[config.mk]
export PLATFORM = sky130hd
export DESIGN_NAME = muldiv_unit_flat
export DESIGN_NICKNAME = d
export VERILOG_FILES = /design/src/rtl/muldiv_unit_if.sv /design/src/rtl/muldiv_unit.sv /design/src/flat_wrapper.sv
export SDC_FILE = /design/constraint.sdc
export NUM_CORES = 1
export LEC_CHECK = 0
export CORE_MARGIN = 2
export CORE_UTILIZATION = 45
export DETAILED_ROUTE_END_ITERATION = 6
export PLACE_DENSITY = 0.63
export SKIP_LAST_GASP = 1
export SLEW_MARGIN = 5
export SYNTH_ARGS = -nofsm -noshare
export SYNTH_HDL_FRONTEND = slang
export SYNTH_SLANG_ARGS = --single-unit
export TNS_END_PERCENT = 10
[constraint.sdc]
create_clock -name clk -period 9.6 [get_ports clk]
set_input_delay 1.92 -clock clk [delete_from_list [all_inputs] [get_ports clk]]
set_output_delay 1.92 -clock clk [all_outputs]
set_load 0.1 [all_outputs]
[src/rtl/muldiv_unit_if.sv]
// Request/response bundle between the core and the iterative multiply/divide unit.
// The core drives the request side; the unit drives busy and the write-back side.
interface muldiv_unit_if #(
   parameter int unsigned XLEN = 32
);
   logic            start;
   logic [2:0]      funct3;
   logic [XLEN-1:0] rs1_val;
   logic [XLEN-1:0] rs2_val;
   logic [4:0]      rd_in;
   logic            busy;
   logic            done;
   logic [XLEN-1:0] result;
   logic [4:0]      rd_out;
   logic            wb_en;

   modport master (
      output start, funct3, rs1_val, rs2_val, rd_in,
      input  busy, done, result, rd_out, wb_en
   );

   modport slave (
      input  start, funct3, rs1_val, rs2_val, rd_in,
      output busy, done, result, rd_out, wb_en
   );
endinterface

[src/rtl/muldiv_unit.sv]
// Iterative RV32M multiply/divide unit: XLEN shift-add / restoring-divide steps on operand
// magnitudes, one sign-fix cycle, then a one-cycle done pulse. Latency is data-independent.
module muldiv_unit #(
   parameter int unsigned XLEN = 32
) (
   input logic           clk,
   input logic           reset,
   muldiv_unit_if.slave  bus
);
   localparam int unsigned    CntW     = $clog2(XLEN);
   localparam logic [CntW-1:0] LastIter = CntW'(XLEN - 1);

   typedef enum logic [1:0] {StIdle, StCalc, StFix, StDone} state_e;

   state_e          r_state;
   logic [CntW-1:0] r_cnt;
   logic [2:0]      r_op;
   logic            r_neg;
   logic [XLEN-1:0] r_hi;
   logic [XLEN-1:0] r_lo;
   logic [XLEN-1:0] r_opnd;
   logic [4:0]      r_rd;
   logic [4:0]      r_rd_out;
   logic [XLEN-1:0] r_result;
   logic            r_done;
   logic            r_wb_en;

   // Operand decode at capture time
   logic            w_is_div;
   logic            w_a_signed;
   logic            w_b_signed;
   logic            w_a_neg;
   logic            w_b_neg;
   logic            w_b_zero;
   logic            w_neg_in;
   logic [XLEN-1:0] w_mag_a;
   logic [XLEN-1:0] w_mag_b;

   assign w_is_div   = bus.funct3[2];
   assign w_a_signed = (bus.funct3 == 3'b001) || (bus.funct3 == 3'b010) ||
                       (bus.funct3 == 3'b100) || (bus.funct3 == 3'b110);
   assign w_b_signed = (bus.funct3 == 3'b001) || (bus.funct3 == 3'b100) ||
                       (bus.funct3 == 3'b110);
   assign w_a_neg    = w_a_signed && bus.rs1_val[XLEN-1];
   assign w_b_neg    = w_b_signed && bus.rs2_val[XLEN-1];
   assign w_b_zero   = (bus.rs2_val == '0);
   assign w_mag_a    = w_a_neg ? -bus.rs1_val : bus.rs1_val;
   assign w_mag_b    = w_b_neg ? -bus.rs2_val : bus.rs2_val;

   // Divide-by-zero leaves an all-ones quotient unnegated and the dividend as remainder,
   // which the plain restoring loop already produces once the quotient sign is suppressed.
   always_comb begin
      w_neg_in = w_a_neg ^ w_b_neg;
      if (w_is_div) begin
         if (bus.funct3[1]) w_neg_in = w_a_neg;
         else               w_neg_in = (w_a_neg ^ w_b_neg) && !w_b_zero;
      end
   end

   // One iteration step
   logic [XLEN:0]   w_sum;
   logic [XLEN:0]   w_shift;
   logic            w_ge;
   logic [XLEN-1:0] w_diff;

   assign w_sum   = {1'b0, r_hi} + (r_lo[0] ? {1'b0, r_opnd} : '0);
   assign w_shift = {r_hi, r_lo[XLEN-1]};
   assign w_ge    = (w_shift >= {1'b0, r_opnd});
   assign w_diff  = w_shift[XLEN-1:0] - r_opnd;

   // Sign correction and result selection
   logic [2*XLEN-1:0] w_prod;
   logic [2*XLEN-1:0] w_prod_s;
   logic [XLEN-1:0]   w_quo;
   logic [XLEN-1:0]   w_rem;
   logic [XLEN-1:0]   w_fix_res;

   assign w_prod   = {r_hi, r_lo};
   assign w_prod_s = r_neg ? -w_prod : w_prod;
   assign w_quo    = r_neg ? -r_lo : r_lo;
   assign w_rem    = r_neg ? -r_hi : r_hi;

   always_comb begin
      w_fix_res = '0;
      case (r_op)
         3'b000:                 w_fix_res = w_prod_s[XLEN-1:0];
         3'b001, 3'b010, 3'b011: w_fix_res = w_prod_s[2*XLEN-1:XLEN];
         3'b100, 3'b101:         w_fix_res = w_quo;
         default:                w_fix_res = w_rem;
      endcase
   end

   always_ff @(posedge clk) begin
      if (reset) begin
         r_state  <= StIdle;
         r_cnt    <= '0;
         r_done   <= 1'b0;
         r_wb_en  <= 1'b0;
         r_result <= '0;
         r_rd_out <= '0;
      end else begin
         unique case (r_state)
            StIdle: begin
               r_done  <= 1'b0;
               r_wb_en <= 1'b0;
               if (bus.start) begin
                  r_op    <= bus.funct3;
                  r_neg   <= w_neg_in;
                  r_rd    <= bus.rd_in;
                  r_hi    <= '0;
                  // Multiply: lo holds multiplier, opnd the multiplicand.
                  // Divide: lo holds dividend (becomes quotient), opnd the divisor.
                  r_lo    <= w_is_div ? w_mag_a : w_mag_b;
                  r_opnd  <= w_is_div ? w_mag_b : w_mag_a;
                  r_cnt   <= '0;
                  r_state <= StCalc;
               end
            end
            StCalc: begin
               if (r_op[2]) begin
                  r_hi <= w_ge ? w_diff : w_shift[XLEN-1:0];
                  r_lo <= {r_lo[XLEN-2:0], w_ge};
               end else begin
                  {r_hi, r_lo} <= {w_sum, r_lo[XLEN-1:1]};
               end
               r_cnt <= r_cnt + 1'b1;
               if (r_cnt == LastIter) r_state <= StFix;
            end
            StFix: begin
               r_result <= w_fix_res;
               r_rd_out <= r_rd;
               r_done   <= 1'b1;
               r_wb_en  <= (r_rd != 5'd0);
               r_state  <= StDone;
            end
            StDone: begin
               r_done  <= 1'b0;
               r_wb_en <= 1'b0;
               r_state <= StIdle;
            end
            default: r_state <= StIdle;
         endcase
      end
   end

   assign bus.busy   = (r_state != StIdle);
   assign bus.done   = r_done;
   assign bus.wb_en  = r_wb_en;
   assign bus.result = r_result;
   assign bus.rd_out = r_rd_out;
endmodule

[src/flat_wrapper.sv]
// flat-port wrapper written by rule: the top's interface ports become plain ports
module muldiv_unit_flat 
#(
   parameter int unsigned XLEN = 32
)
  (clk, reset, bus_start, bus_funct3, bus_rs1_val, bus_rs2_val, bus_rd_in, bus_busy, bus_done, bus_result, bus_rd_out, bus_wb_en);
  muldiv_unit_if #(.XLEN(XLEN)) bus_i ();
  input logic clk;
  input logic reset;
  input wire logic [$bits(bus_i.start)-1:0] bus_start;
  input wire logic [$bits(bus_i.funct3)-1:0] bus_funct3;
  input wire logic [$bits(bus_i.rs1_val)-1:0] bus_rs1_val;
  input wire logic [$bits(bus_i.rs2_val)-1:0] bus_rs2_val;
  input wire logic [$bits(bus_i.rd_in)-1:0] bus_rd_in;
  output wire logic [$bits(bus_i.busy)-1:0] bus_busy;
  output wire logic [$bits(bus_i.done)-1:0] bus_done;
  output wire logic [$bits(bus_i.result)-1:0] bus_result;
  output wire logic [$bits(bus_i.rd_out)-1:0] bus_rd_out;
  output wire logic [$bits(bus_i.wb_en)-1:0] bus_wb_en;
  assign bus_i.start = bus_start;
  assign bus_i.funct3 = bus_funct3;
  assign bus_i.rs1_val = bus_rs1_val;
  assign bus_i.rs2_val = bus_rs2_val;
  assign bus_i.rd_in = bus_rd_in;
  assign bus_busy = bus_i.busy;
  assign bus_done = bus_i.done;
  assign bus_result = bus_i.result;
  assign bus_rd_out = bus_i.rd_out;
  assign bus_wb_en = bus_i.wb_en;
  muldiv_unit #(.XLEN(XLEN)) u_core (.clk(clk), .reset(reset), .bus(bus_i));
endmodule
==> results of run 1 <==
==> layer usage <==
layer | wire, um | up-vias | share of wire (%)
met5 | 0 | - | 0
met2 | 23700 | 637 | 46
met3 | 4070 | 79 | 7.8
met4 | 1480 | 0 | 2.8
met1 | 22900 | 7000 | 44
li1 | - | 6850 | -
==> area by class of cell <==
class | instances | share of cell area (%)
clock inverters | 12 | 0.828
repair buffers | 133 | 7.69
flip-flops and latches | 151 | 24.5
multi-input cells | 1477 | 59.2
well taps | 402 | 3.03
clock buffers | 20 | 3.01
inverters | 75 | 1.69
==> state kept, by name, indices dropped and copies added, names as in the netlist <==
signal,count
u_core.bus.result,32
u_core.r_hi,32
u_core.r_lo,32
u_core.r_opnd,32
u_core.bus.rd_out,5
u_core.r_cnt,5
u_core.r_rd,5
u_core.r_op,3
u_core.r_state,2
u_core.bus.done,1
u_core.bus.wb_en,1
u_core.r_neg,1
==> synthesized netlist by cell type (all sizes together), types with 16 or more instances <==
cell	count	area share (%)
nand3	52	1.8
edfxtp	105	22
clkbuf	95	2.4
a221oi	16	0.96
o21ai	129	4.4
mux2i	96	6.6
nor4	18	0.77
inv	75	1.9
nand2	151	3.9
o22ai	19	0.81
nor3	69	2.4
a21o	25	1.3
xor2	76	4.6
or3	25	1.1
ha	74	6.3
xnor2	90	5.4
nor2	167	4.3
o31ai	34	1.8
a211oi	17	0.87
nand4	21	0.90
dfxtp	46	6.3
a31oi	20	0.86
nand2b	19	0.81
or4	17	0.90
a21oi	145	5.0
==> stage by stage <==
step	area, sq um	power [mW]	setup WS, ps	instances	hold slack [ps]
floorplan	14600	3.47	4080	1811	460
global route	16600	5.51	4560	2270	456
CTS	16600	5.14	4810	2270	439
global placement	16000	4.38	4390	2238	425
detailed placement	16000	4.40	4350	2238	428
finish	16600	5.21	4820	2270	434
==> logic make-up after synthesis <==
logic type	share of synthesized area, %
simple gates	19.9
compound gates	24.1
buf+inv	4.80
xor+xnor	9.97
flops	27.9
mux	6.74
fa+ha+maj	6.62
==> power by group through the flow <==
stage / logic (mW) / registers [mW] / clock network [mW]
after floorplan: 1.98 / 1.49 / 0
after global placement: 3.04 / 1.33 / 0
after detailed placement: 3.07 / 1.33 / 0
after CTS: 3.08 / 1.32 / 0.743
after global routing: 3.40 / 1.35 / 0.769
final: 3.13 / 1.33 / 0.741
==> path summary, 6_finish.rpt <==
check | end | cells past startpoint
hold / removal | u_core.bus.result[15] | 2
setup / recovery | u_core.r_lo[28] | 11
hold reg to reg | u_core.bus.result[15] | 2
setup reg to reg | u_core.r_hi[31] | 11
==> worst reg2reg max path, stage by stage (launching register included) <==
cell       delay [ps]
edfxtp_1          480
inv_1              90
buf_4             350
nor2_1            150
fa_1              470
a21oi_1           180
o221ai_1          250
a2111oi_0        1050
nor3_1            290
o41ai_1           510
o22ai_1           280
o311a_1           340
==> cell usage in the layout, fill, tap and decap left out, types with 33 or more instances in the layout <==
master           instances
a21oi_1                145
clkdlybuf4s50_1        113
dfxtp_1                 46
edfxtp_1               105
ha_1                    72
inv_1                   74
mux2i_1                 96
nand2_1                151
nand3_1                 52
nor2_1                 165
nor3_1                  66
o21ai_0                125
o31ai_1                 33
xnor2_1                 90
xor2_1                  76
==> results.toml, run 1 <==
[synthesis]
syn_nets = 1962
ys_seq_elements = 151
ys_types = 86
ys.flop_type = "edfxtp_1"
yosysWarnings = 0
synth_edf_count = 105
postSynthAreaPerCell_sq_um = 8.06
seq_area_frac_synth_pct = 27.9
synthCells = 1811
async_flop_share_pct = 0
syn-cell-area_sq_um = 14600

[floorplan]
die_y_um = 184
core-area_sq_um = 31700
io-pin-count = 115
initial_core_util_pct = 46.0
die_w_um = 184
rows = 65
die-area_sq_um = 33900

[global_route]
gr-usage-met1_pct = 43.2
grt_max_degree = 87
met3_usage_pct = 4.91
grt-ovfl-total = 0
grt_use_met2_pct = 49.3
antenna_found_initial = 0
grt_pass1_vias = 13700
grt.total_usage_pct = 31.1
grt_pass1_wl_um = 80500
busiest_layer = "met2"

[cells_and_area]
fill_cells = 3076
drive_above_1_share_pct = 4.55
syn2layout_area_growth_pct = 14.0
nets = 2006
multi_input_area_sq_um = 9850
antenna_cells = 0
fin_util_pct = 52.4
regArea_sq_um = 4070

[routing]
drtAntennaViolNets = 0
initialDrtViolationCount = 1656
routedWlPerCell_um = 23.0
vias = 14600
via_per_inst = 6.42
remaining_drc_errors = 0
postRouteWirelength_um = 52200
first_pass_iters = 5

[critical_path]
crit_chain = "clkdlybuf4s50_1 > inv_1 > ha_1 > or3b_2 > or3_1 > and4bb_1 > nor3b_1 > a21oi_1 > xnor2_1 > nor2_1 > a221oi_1"
cp-start-kind = "primary input"
slowest_stage = "clkdlybuf4s50_1"
rrSetupSlack_ps = 4910
crit_type = "in2reg"
crit_start = "bus_rs1_val[0]"
path_delay_family = "simple AND/OR/NAND/NOR gates"
critPathMaxFanout = 6
critPathBufInv = 2
critPathRequiredTime_ps = 9860
regToRegStartpoint = "u_core.r_lo[0]"
crit_path_max_incr_delay_ps = 460
endpoint_kind = "flip-flop"
critPathArrivalTime_ps = 5040

[placed_design]
numPortBuffers = 114
routabilityCongestion = 1.00
dp_hpwl_um = 39600

[power]
intPower_mw = 2.46
p_sw_mw = 2.75
pwr-share-seq_pct = 25.6
max-vdd-ir-drop_mv = 0.151
power_frac_comb_pct = 60.1
leakagePower_nw = 6.26
powerDensity_nw_per_um2 = 313
swShare_pct = 52.8
p_clk_share_pct = 14.2

[timing]
relSlewSlack_pct = 23.2
worst_clock_skew_ps = 16.2
finalCritPeriodShare_pct = 49.8
period_needed_ps = 4780
max_slew.worst_pin.slew_ps = 1120
setup_viol = 0
rsz0062_at_grt = "no"
setup_tns_ps = 0
final_max_slew_viol_count = 0
fmaxAchievable_ghz = 0.209
hold_viol = 0

[clocking]
cts_hold_buf = 0
cts-htree-levels = 4
cts_tree = "done"
cts.sinks = 151
cts_root_buffer = "clkbuf_16"
ctsResizeCount = 0
cts_setup_buffers = 0
cts_made_buffers = 17
cts.clk_slew.worst_paths_ps = 70
insertion_delay_ps = 450
clock_path_buffers = 2

[worst_hold_path]
hold_path_class = "reg2reg"
min_from = "u_core.bus.result[15]"

[status]
status = "finished, final reports clean"

[flow_run]
drv_cap = 0
No activity file was read; power rests on OpenSTA's default activity.
==> run 2: changes to the inputs <==
clock period = 5 ns   (was 9.6 ns; I/O delays follow)
==> results.toml, run 2 (same netlist as run 1, synthesis figures left out) <==
[status]
status = "finished, final reports clean"

[critical_path]
rr_endpoint = "u_core.r_hi[30]"
crit_type = "reg2reg"
critPathMaxFanout = 20
critPathArrivalTime_ps = 4310
r2r_cells = 11
endpoint_kind = "flip-flop"
crit_chain = "inv_1 > buf_4 > nor2_1 > ha_1 > nand3_1 > o211a_1 > or4_1 > a211oi_1 > o21ai_0 > a2111oi_0 > a311oi_1"
slowest_stage = "a2111oi_0"
crit_start = "u_core.r_lo[0]"
rrSetupSlack_ps = 860
crit_path_max_incr_delay_ps = 730
path_delay_family = "compound AO/OA/AOI/OAI gates"
critPathBufInv = 2
critPathRequiredTime_ps = 5160
cp-start-kind = "flip-flop"
regToRegStartpoint = "u_core.r_lo[0]"

[global_route]
grt_max_degree = 65
antenna_found_initial = 0
grt_pass1_wl_um = 80100
grt-ovfl-total = 0
grt_pass1_vias = 14000
grt.total_usage_pct = 30.9

[clocking]
cts_made_buffers = 17
cts_setup_buffers = 0
ctsResizeCount = 0
cts_tree = "done"
cts.clk_slew.worst_paths_ps = 70
cts.sinks = 151
cts-htree-levels = 4
cts_root_buffer = "clkbuf_16"
clock_path_buffers = 2
cts_hold_buf = 0
insertion_delay_ps = 460

[power]
p_sw_mw = 5.28
p_clk_share_pct = 14.0
pwr-share-seq_pct = 24.9
powerDensity_nw_per_um2 = 600
swShare_pct = 52.6
intPower_mw = 4.76
leakagePower_nw = 6.33
max-vdd-ir-drop_mv = 0.301
power_frac_comb_pct = 61.1

[timing]
max_slew.worst_pin.slew_ps = 1020
fmaxAchievable_ghz = 0.241
finalCritPeriodShare_pct = 82.9
relSlewSlack_pct = 31.5
rsz0062_at_grt = "no"
hold_viol = 0
setup_viol = 0
worst_clock_skew_ps = 21.5
final_max_slew_viol_count = 0
setup_tns_ps = 0
period_needed_ps = 4140

[placed_design]
dp_hpwl_um = 40100
placed_area_sq_um = 16100
routabilityCongestion = 0.963
placedCellCount = 2253
numPortBuffers = 114

[routing]
drtAntennaViolNets = 0
routedWlPerCell_um = 22.8
postRouteWirelength_um = 52000
initialDrtViolationCount = 1709
vias = 14600
via_per_inst = 6.38
first_pass_iters = 7
remaining_drc_errors = 0

[cells_and_area]
nets = 2021
antenna_cells = 0
fin_area_sq_um = 16700
syn2layout_area_growth_pct = 14.7
layout_common_cells = "nor2_1 (165), nand2_1 (151), a21oi_1 (145), o21ai_0 (125), clkdlybuf4s50_1 (113)"
fin_util_pct = 52.7
drive_above_1_share_pct = 5.26
instances_no_fill = 2285
final_common_cell = "nor2_1"

[floorplan]
die-area_sq_um = 33900
rows = 65
io-pin-count = 115
die_y_um = 184
core-area_sq_um = 31700
initial_core_util_pct = 46.0
die_w_um = 184

[worst_hold_path]
min_path_cells = 2
hold_end = "u_core.bus.result[15]"
min_from = "u_core.bus.result[15]"
hold_path_class = "reg2reg"

[flow_run]
drv_cap = 0
-- run 2: changes by cell type in the layout (fill, tap and decap cells not counted), sizes merged --
cell      change
buf          +15
bufinv        +1
clkbuf        -2
clkinv        +2
clkinvlp      -1
-- run 2: area by class of cell --
class	instances	area, sq um
timing repair buffer	148	1400
multi-input combinational	1477	9840
fill	3047	15000
tap	402	503
clock buffer	18	450
sequential	151	4070
clock inverter	14	173
inverter	75	282
-- run 2: worst min-delay path: cells and delay by family, from the launching register on --
| kind | cells | cell delay [ps] |
|---|---|---|
| flip-flops | 1 | 310 |
| AND/OR/NAND/NOR | 2 | 90 |
-- run 2: worst max-delay path by stage --
| stage | to | slack, ps | depth (start not counted) |
|---|---|---|---|
| 4_1_cts | u_core.r_hi[30] | 970 | 11 |
| 2_1_floorplan | u_core.r_hi[0] | 400 | 3 |
| 3_3_place_gp | u_core.r_lo[30] | 770 | 11 |
| 6_report | u_core.r_hi[30] | 860 | 11 |
| 5_1_grt | u_core.r_hi[31] | 610 | 12 |
| 3_5_place_dp | u_core.r_lo[30] | 810 | 11 |
-- run 2: power groups by stage --
stage               clock [mW]  sequential, mW  combinational, mW
finish                    1.40            2.50               6.13
global route              1.46            2.53               6.62
CTS                       1.41            2.47               6.03
detailed placement           0            2.50               6.00
global placement             0            2.49               5.95
floorplan                    0            2.86               3.80
-- run 2: per-layer routing --
| metal | wire (um) | global-route usage [%] | vias to the layer above |
|---|---|---|---|
| met5 | 0 | 0 | - |
| met4 | 1840 | 12.1 | 0 |
| met3 | 4810 | 6.40 | 108 |
| met2 | 23500 | 49.2 | 669 |
| met1 | 21900 | 40.9 | 6902 |
| li1 | - | - | 6899 |
-- run 2: through the flow --
step	power, mW	worst slack (ps)	hold WS (ps)
3_3_place_gp	8.43	774	428
4_1_cts	9.91	967	443
6_report	10.0	856	439
3_5_place_dp	8.50	810	433
2_1_floorplan	6.66	396	460
5_1_grt	10.6	610	463
